==> src/rtl/note_player.sv <==
// note_player: melody sequencer and square-wave tone generator.
// Steps a 6-bit note index through 64 slots, one step every TEMPO_DIV cycles.
// The index addresses an external combinational ROM. The divider value the ROM
// returns sets the half-period of audio_o in clock cycles. Divider 0 is a rest.
// Optional feature macro: NOTE_PLAYER_GAP_EN. When it is defined, the tone is
// silenced for the last GAP_CYCLES cycles of every step so that repeated
// notes are heard as separate notes.
module note_player #(
  parameter int BW         = 16,
  parameter int TEMPO_BW   = 24,
  parameter int TEMPO_DIV  = 1800000,
  parameter int GAP_CYCLES = 120000
) (
  input  logic          clk_i,
  input  logic          rst_n_i,
  input  logic          start_i,
  input  logic          stop_i,
  input  logic          loop_i,
  input  logic [BW-1:0] dividerValue_i,
  output logic [5:0]    noteIndex_o,
  output logic          audio_o,
  output logic          busy_o,
  output logic          noteStrobe_o,
  output logic          done_o
);

  typedef enum logic {
    ST_IDLE = 1'b0,
    ST_PLAY = 1'b1
  } state_t;

  localparam logic [TEMPO_BW-1:0] TEMPO_LAST = TEMPO_BW'(TEMPO_DIV - 1);

  // Catch illegal tempo and gap settings at elaboration time.
  if (TEMPO_DIV < 2 || TEMPO_DIV > (2 ** TEMPO_BW) - 1 || GAP_CYCLES >= TEMPO_DIV) begin : g_bad_params
    $error("note_player: TEMPO_DIV or GAP_CYCLES out of range");
  end

  state_t              r_state, w_state_nxt;
  logic [5:0]          r_index, w_index_nxt;
  logic [TEMPO_BW-1:0] r_tempo, w_tempo_nxt;
  logic [BW-1:0]       r_tone,  w_tone_nxt;
  logic                r_audio, w_audio_nxt;
  logic                r_strobe, w_strobe_nxt;
  logic                r_done,  w_done_nxt;

  logic                w_step_end;
  logic                w_gap;
  logic [TEMPO_BW-1:0] w_tempo_inc;

  assign w_step_end  = (r_tempo == TEMPO_LAST);
  assign w_tempo_inc = r_tempo + TEMPO_BW'(1);

  // The gap test uses the incremented tempo so that audio_o is already low in
  // the first cycle whose tempo count reaches TEMPO_DIV - GAP_CYCLES.
`ifdef NOTE_PLAYER_GAP_EN
  localparam logic [TEMPO_BW-1:0] GAP_START = TEMPO_BW'(TEMPO_DIV - GAP_CYCLES);
  assign w_gap = (w_tempo_inc >= GAP_START);
`else
  assign w_gap = 1'b0;
`endif

  // All state lives in one register bank, which keeps the outputs glitch-free.
  always_ff @(posedge clk_i or negedge rst_n_i) begin
    if (!rst_n_i) begin
      r_state  <= ST_IDLE;
      r_index  <= '0;
      r_tempo  <= '0;
      r_tone   <= '0;
      r_audio  <= 1'b0;
      r_strobe <= 1'b0;
      r_done   <= 1'b0;
    end else begin
      // NOTE: non-blocking assignments make every register sample the
      // pre-edge values, whatever order these lines are written in.
      r_state  <= w_state_nxt;
      r_index  <= w_index_nxt;
      r_tempo  <= w_tempo_nxt;
      r_tone   <= w_tone_nxt;
      r_audio  <= w_audio_nxt;
      r_strobe <= w_strobe_nxt;
      r_done   <= w_done_nxt;
    end
  end

  // Next-state logic: sequencing, step boundaries and the tone counter.
  always_comb begin
    // NOTE: every output of this block gets a default first. A path that
    // left one unassigned would infer a latch.
    w_state_nxt  = r_state;
    w_index_nxt  = r_index;
    w_tempo_nxt  = r_tempo;
    w_tone_nxt   = r_tone;
    w_audio_nxt  = r_audio;
    w_strobe_nxt = 1'b0;
    w_done_nxt   = 1'b0;

    case (r_state)
      ST_IDLE: begin
        if (start_i && !stop_i) begin
          w_state_nxt  = ST_PLAY;
          w_index_nxt  = '0;
          w_tempo_nxt  = '0;
          w_tone_nxt   = '0;
          w_audio_nxt  = 1'b0;
          w_strobe_nxt = 1'b1;
        end
      end

      ST_PLAY: begin
        if (stop_i) begin
          w_state_nxt = ST_IDLE;
          w_index_nxt = '0;
          w_tempo_nxt = '0;
          w_tone_nxt  = '0;
          w_audio_nxt = 1'b0;
        end else if (w_step_end) begin
          w_tempo_nxt = '0;
          w_tone_nxt  = '0;
          w_audio_nxt = 1'b0;
          if (r_index == 6'd63) begin
            if (loop_i) begin
              w_index_nxt  = '0;
              w_strobe_nxt = 1'b1;
            end else begin
              w_state_nxt = ST_IDLE;
              w_index_nxt = '0;
              w_done_nxt  = 1'b1;
            end
          end else begin
            w_index_nxt  = r_index + 6'd1;
            w_strobe_nxt = 1'b1;
          end
        end else begin
          w_tempo_nxt = w_tempo_inc;
          if (w_gap || dividerValue_i == '0) begin
            w_tone_nxt  = '0;
            w_audio_nxt = 1'b0;
          end else if (r_tone >= dividerValue_i - BW'(1)) begin
            // >= (rather than ==) recovers in one cycle when the divider shrinks.
            w_tone_nxt  = '0;
            w_audio_nxt = ~r_audio;
          end else begin
            w_tone_nxt = r_tone + BW'(1);
          end
        end
      end

      default: begin
        w_state_nxt = ST_IDLE;
        w_index_nxt = '0;
        w_tempo_nxt = '0;
        w_tone_nxt  = '0;
        w_audio_nxt = 1'b0;
      end
    endcase
  end

  assign noteIndex_o  = r_index;
  assign audio_o      = r_audio;
  assign busy_o       = (r_state == ST_PLAY);
  assign noteStrobe_o = r_strobe;
  assign done_o       = r_done;

endmodule

==> config.mk <==
export PLATFORM = sky130hd
export DESIGN_NAME = note_player
export DESIGN_NICKNAME = d
export VERILOG_FILES = /design/src/rtl/note_player.sv
export SDC_FILE = /design/constraint.sdc
export NUM_CORES = 1
export LEC_CHECK = 0
export CORE_MARGIN = 1.5
export CORE_UTILIZATION = 55
export DETAILED_ROUTE_END_ITERATION = 16
export PLACE_DENSITY = 0.8
export SKIP_CTS_REPAIR_TIMING = 1
export SLEW_MARGIN = 10
export SYNTH_ARGS = -nofsm -noshare
export SYNTH_HDL_FRONTEND = slang
export SYNTH_SLANG_ARGS = --single-unit
==> constraint.sdc <==
create_clock -name clk_i -period 4.1 [get_ports clk_i]
set_clock_uncertainty 0.1 [all_clocks]
set_input_delay 0.615 -clock clk_i [delete_from_list [all_inputs] [get_ports clk_i]]
set_output_delay 0.615 -clock clk_i [all_outputs]
set_load 0.03 [all_outputs]
## Yosys cells after proc, flatten, opt, wreduce, memory -nomap -nowiden

Index checks and enable logic that the tools add are counted.

- Output and inout bits: 10
- Input port bits: 21
- Word-level logic and storage cells: 59
- Register bits: 50

- Equal/unequal tests: 5
- Bitwise gates (word level): 2
- Muxes and demuxes: 35
- Order comparisons: 1
- Add/sub/neg operators: 4
- Reduce and logical (&&, ||, !) cells: 5

Operators by type and width:

| cell | number |
|---|---|
| $mux W16 | 5 |
| $mux W24 | 3 |
| $pmux W24 S2 | 1 |
| $pmux W16 S2 | 1 |
| $add A24 B1 Y24 const B | 1 |
| $eq A24 B21 Y1 const B | 1 |
| $mux W6 | 4 |
| $mux W1 | 17 |
| $add A16 B1 Y16 const B | 1 |
| $ge A16 B16 Y1 | 1 |
| $logic_not A16 Y1 | 1 |
| $sub A16 B1 Y16 const B | 1 |
| $pmux W6 S2 | 1 |
| $add A6 B1 Y6 const B | 1 |
| $eq A6 B6 Y1 const B | 1 |
| $pmux W1 S2 | 3 |
| $ne A5 B2 Y1 const B | 1 |
| $reduce_and A2 Y1 | 2 |
| $ne A3 B2 Y1 const B | 1 |
| $ne A2 B2 Y1 const B | 1 |
| $not A1 Y1 | 2 |
| $logic_and A1 B1 Y1 | 1 |
| $logic_not A1 Y1 | 1 |

## Logic depth before layout (Yosys ltp)

- Depth in word-level cells: 7
- Depth in mapped cells: 15

## Least setup slack after synthesis

Ideal clock, no wire load.

- Kind: input to register
- From: input port dividerValue_i[0]
- To: register r_tone[15]
- Cell stages on the path: 15
- Setup slack: 163 ps
- Data arrival time: 3711 ps
- Library setup time: 126 ps
- Cells stage by stage: inv_1 > ha_1 > or4b_1 > nand2b_1 > nand2b_1 > nor4_1 > xnor2_1 > ha_1 > nand4_1 > nor3_1 > a221oi_1 > o211ai_1 > clkbuf_1 > nor3_1 > a221o_1

- Word-level cells in the longest chain between the ends: 7
- Elaborated cells between the ends (all ways): 8
- Classes of those cells: add/sub (1); order compare (1); mux (5); reduce/logical (1)

RTL lines:

| what | line | source |
|---|---|---|
| start, declared | 19 | `input logic [BW-1:0] dividerValue_i,` |
| $sub A16 B1 Y16 | 139 | `end else if (r_tone >= dividerValue_i - BW'(1)) begin` |
| $ge A16 B16 Y1 | 139 |  |
| $mux W16 | 139 |  |
| $mux W16 (*) | 136 | `if (w_gap \|\| dividerValue_i == '0) begin` |
| $mux W16 (*) | 117 | `end else if (w_step_end) begin` |
| $mux W16 (*) | 111 | `if (stop_i) begin` |
| $pmux W16 S2 (*) | 98 | `case (r_state)` |
| end signal, assigned | 79 | `r_tone <= w_tone_nxt;` |
| end, declared | 42 | `logic [BW-1:0] r_tone, w_tone_nxt;` |

Mark *: on every way between the ends. The rest lies on a longest branch, timed or not.
A chain may end at the register's enable or synchronous reset.

## Final worst setup path

- From: input port dividerValue_i[4]
- To: register r_tone[12]

Same word-level chain as after synthesis.

==> metrics.md <==
| Metric | Value |
|---|---|
| Clk_lat worst skew | 0.30 ns |
| Final Core Density | 0.696 |
| Antenna Diode Count | 0 |
| Final Hold Viols | 0 |
| Critical-path cell list | clkdlybuf4s50_1, or4b_4, nand2b_4, nand2b_4, nor4_4, xnor2_1, ha_1, nand4_1, nor3_2, nand3b_1, o211ai_1, buf_4, nor4_4, a221o_1 |
| CTS tree | done |
| Synthesized instance count | 370 |
| DPL Wire Length | 5360 um |
| Sw frac | 0.275 |
| Min-delay worst type | primary input to async pin |
| Tcrit/Tclk final | 0.948 |
| Post-DR wirelength/cell | 15.4 um |
| Top post-synthesis cells by area | dfrtp_1, ha_1, o21ai_0, nand2_1, nand3_1 |
| Crit. End Element | flop |
| Synth async-reset ratio | 1.00 |
| Most instantiated library cell after synthesis | dfrtp_1 |
| WP buf/inv | 2 |
| H-tree depth | 2 |
| Max Slew Vio Count | 0 |
| Most frequent cells after synthesis | dfrtp_1, nand2_1, o21ai_0 |
| Top cell type's share of synthesized area | 0.380 |
| CP arrival | 3.97 ns |
| Pre-CTS WS | -0.283 ns |
| Worst-path clk slew | 0.09 ns |
| Pwr per Cell Area | 238 mW/mm^2 |
| Pleak | 1.66 nW |
| RSZ-0062 raised after global routing | false |
| Gate power share | 0.162 |
| Status | finished, final reports clean |
| Top_reg_cell synth | dfrtp_1 |
| Clock power share | 0.293 |
| Switch Pwr | 0.000257 W |
| Setup WS post-layout | 0.214 ns |
| Site Rows | 27 |
| Largest net degree at the start of global routing | 30 |
| Drt drc | 0 |
| Vias in the first global route | 2,856 |
| Crit path max-delay family | simple AND/OR/NAND/NOR gates |
| Startpoint class of the critical path | primary input |
| Root buffer cell | clkbuf_8 |
| Post-DRT Antenna Nets | 0 |
| GRT Total Usage | 0.242 |
| Via-to-Cell Ratio | 6.15 |
| Finished Layout Cells | 483 |
| Fraction of layout cells with a size suffix above 1 | 0.119 |
| Slowest stage cell on the critical path | or4b_4 |
| Gr ovfl total | 0 |
| Relative slew slack | 0.455 |
| Yosys warning total | 0 |
| Max Root-Sink Buffers | 2 |
| Die area | 0.00646 mm^2 |
| Area Overhead vs Synth | 19.3% |
| Pint | 0.000679 W |
| Die W | 80.4 um |
| # setup viols final | 0 |
| Critical Path Max Stage Delay | 0.55 ns |
| CP Max Fanout | 6 |
| Initial DRC count | 179 |
| Buffers on Ports | 30 |
| Fin crit period | 3.89 ns |
| Req. time, crit path | 4.18 ns |
| DRT Wirelength | 7430 um |
| Flop pwr share | 0.545 |
| Max-cap violations | 0 |
| Register bit total from synthesis | 50 |
| Die Ht | 80.4 um |
| Starting utilization of the core area | 0.583 |
| Crit Path Category | primary input to flop |
| Routability cong. | 0.808 |
| Synth Area per Inst | 8.89 um^2 |
| Worst slew pin tran | 0.797 ns |
| Syn nets | 411 |
| Layout Nets | 452 |
| Post-synth EDFFs | 0 |
| CTS buffer count | 5 |
| IR drop worst, VDD | 0.196 mV |
| Via count | 2,969 |
| Post-Syn Area | 0.00329 mm^2 |
| Largest area contributor in the netlist | dfrtp_1 |
| CTS sink cnt | 50 |
| Peak Freq | 257 MHz |
| First-pass GRT wire length | 12,400 um |
| Seq/Total Area, Yosys | 0.380 |
| DP Cell Count | 475 |
| IO Count | 31 |
| Core area | 0.00564 mm^2 |
| Initial antenna violation count | 0 |
| First drt pass iteration count | 4 |
| Unique cell type count in the Yosys netlist | 50 |
[layer usage]
metal	vias to the layer above	wire, um	GRT usage
met2	71	3800	0.450
met5	-	0	0
met3	13	265	0.0341
li1	1475	-	-
met4	0	174	0.0759
met1	1410	3190	0.282
[metrics by stage]
| stage | power (W) | instance area [um^2] | hold WS, ns | setup TNS [ns] |
|---|---|---|---|---|
| floorplan | 0.000598 | 3290 | 0.219 | 0 |
| global placement | 0.000661 | 3730 | 0.381 | -1.40 |
| detailed placement | 0.000667 | 3730 | 0.399 | -3.74 |
| CTS | 0.000932 | 3810 | 0.183 | 0 |
| global route | 0.000977 | 3930 | 0.194 | 0 |
| finish | 0.000936 | 3930 | 0.162 | 0 |
[final cells by class]
cell class	count	area, um^2
clock inverters	2	10.0
fillers	454	1720
inverters	9	33.8
well taps	72	90.1
flip-flops and latches	50	1250
multi-input cells	300	2060
clock buffers	5	68.8
repair buffers	45	413
[flip-flops by register name, summed over array words and instances, names as in the netlist]
name,flops
r_tone,16
done_o,1
noteIndex_o,6
r_tempo,24
busy_o,1
noteStrobe_o,1
audio_o,1
[power groups by stage]
| stage | Sequential, W | Combinational (W) | Clock, W |
|---|---|---|---|
| final | 0.000511 | 0.000152 | 0.000274 |
| after global routing | 0.000512 | 0.000168 | 0.000297 |
| after CTS | 0.000510 | 0.000147 | 0.000275 |
| after detailed placement | 0.000520 | 0.000146 | 0 |
| after global placement | 0.000520 | 0.000141 | 0 |
| after floorplan | 0.000524 | 0.0000744 | 0 |
[worst reg2reg max path: cells and delay by family (launching register included)]
family	cells	cell delay (ns)
and+or+nand+nor	2	0.34
DFF	1	0.42
buffers and inverters	2	0.30
AOI/OAI and AO/OA	4	1.35
adders and majority gates	1	0.26
[cell usage in the layout (no fill, tap or decap), types with 7 or more instances in the layout]
cell type and instances:
dfrtp_1 50, nand2_1 38, o21ai_0 33, clkdlybuf4s50_1 27, nand3_1 24, nor2_1 20
ha_1 19, a21oi_1 18, buf_4 15, nand4_1 10, xnor2_1 9, and3_1 9
nor3_1 8, xor2_1 8, inv_1 8, a22o_1 8, o31ai_1 8, and2_1 7
[cells by family after synthesis]
logic type | synth area share
AOI/OAI and AO/OA | 0.205
xor gates and xnor gates | 0.0452
DFF | 0.380
buffers and inverters | 0.0266
adders and majority gates | 0.0760
and+or+nand+nor | 0.267
[path summary, 6_finish.rpt]
check                                              from                          to  slack (ns)  cells after the start
max in group asynchronous                       rst_n_i      r_tempo[0]$_DFFE_PN0P_        2.96                      2
worst min register to register  r_tempo[17]$_DFFE_PN0P_     r_tempo[17]$_DFFE_PN0P_        0.40                      1
worst min-delay path                            rst_n_i  noteIndex_o[0]$_DFFE_PN0P_        0.16                      1
min in group clk_i              r_tempo[17]$_DFFE_PN0P_     r_tempo[17]$_DFFE_PN0P_        0.40                      1
worst max register to register    r_tone[0]$_DFFE_PN0P_       r_tone[5]$_DFFE_PN0P_        1.29                      9
worst max-delay path                  dividerValue_i[4]      r_tone[12]$_DFFE_PN0P_        0.21                     14
Note: power is estimated with default switching activity, not from simulation.
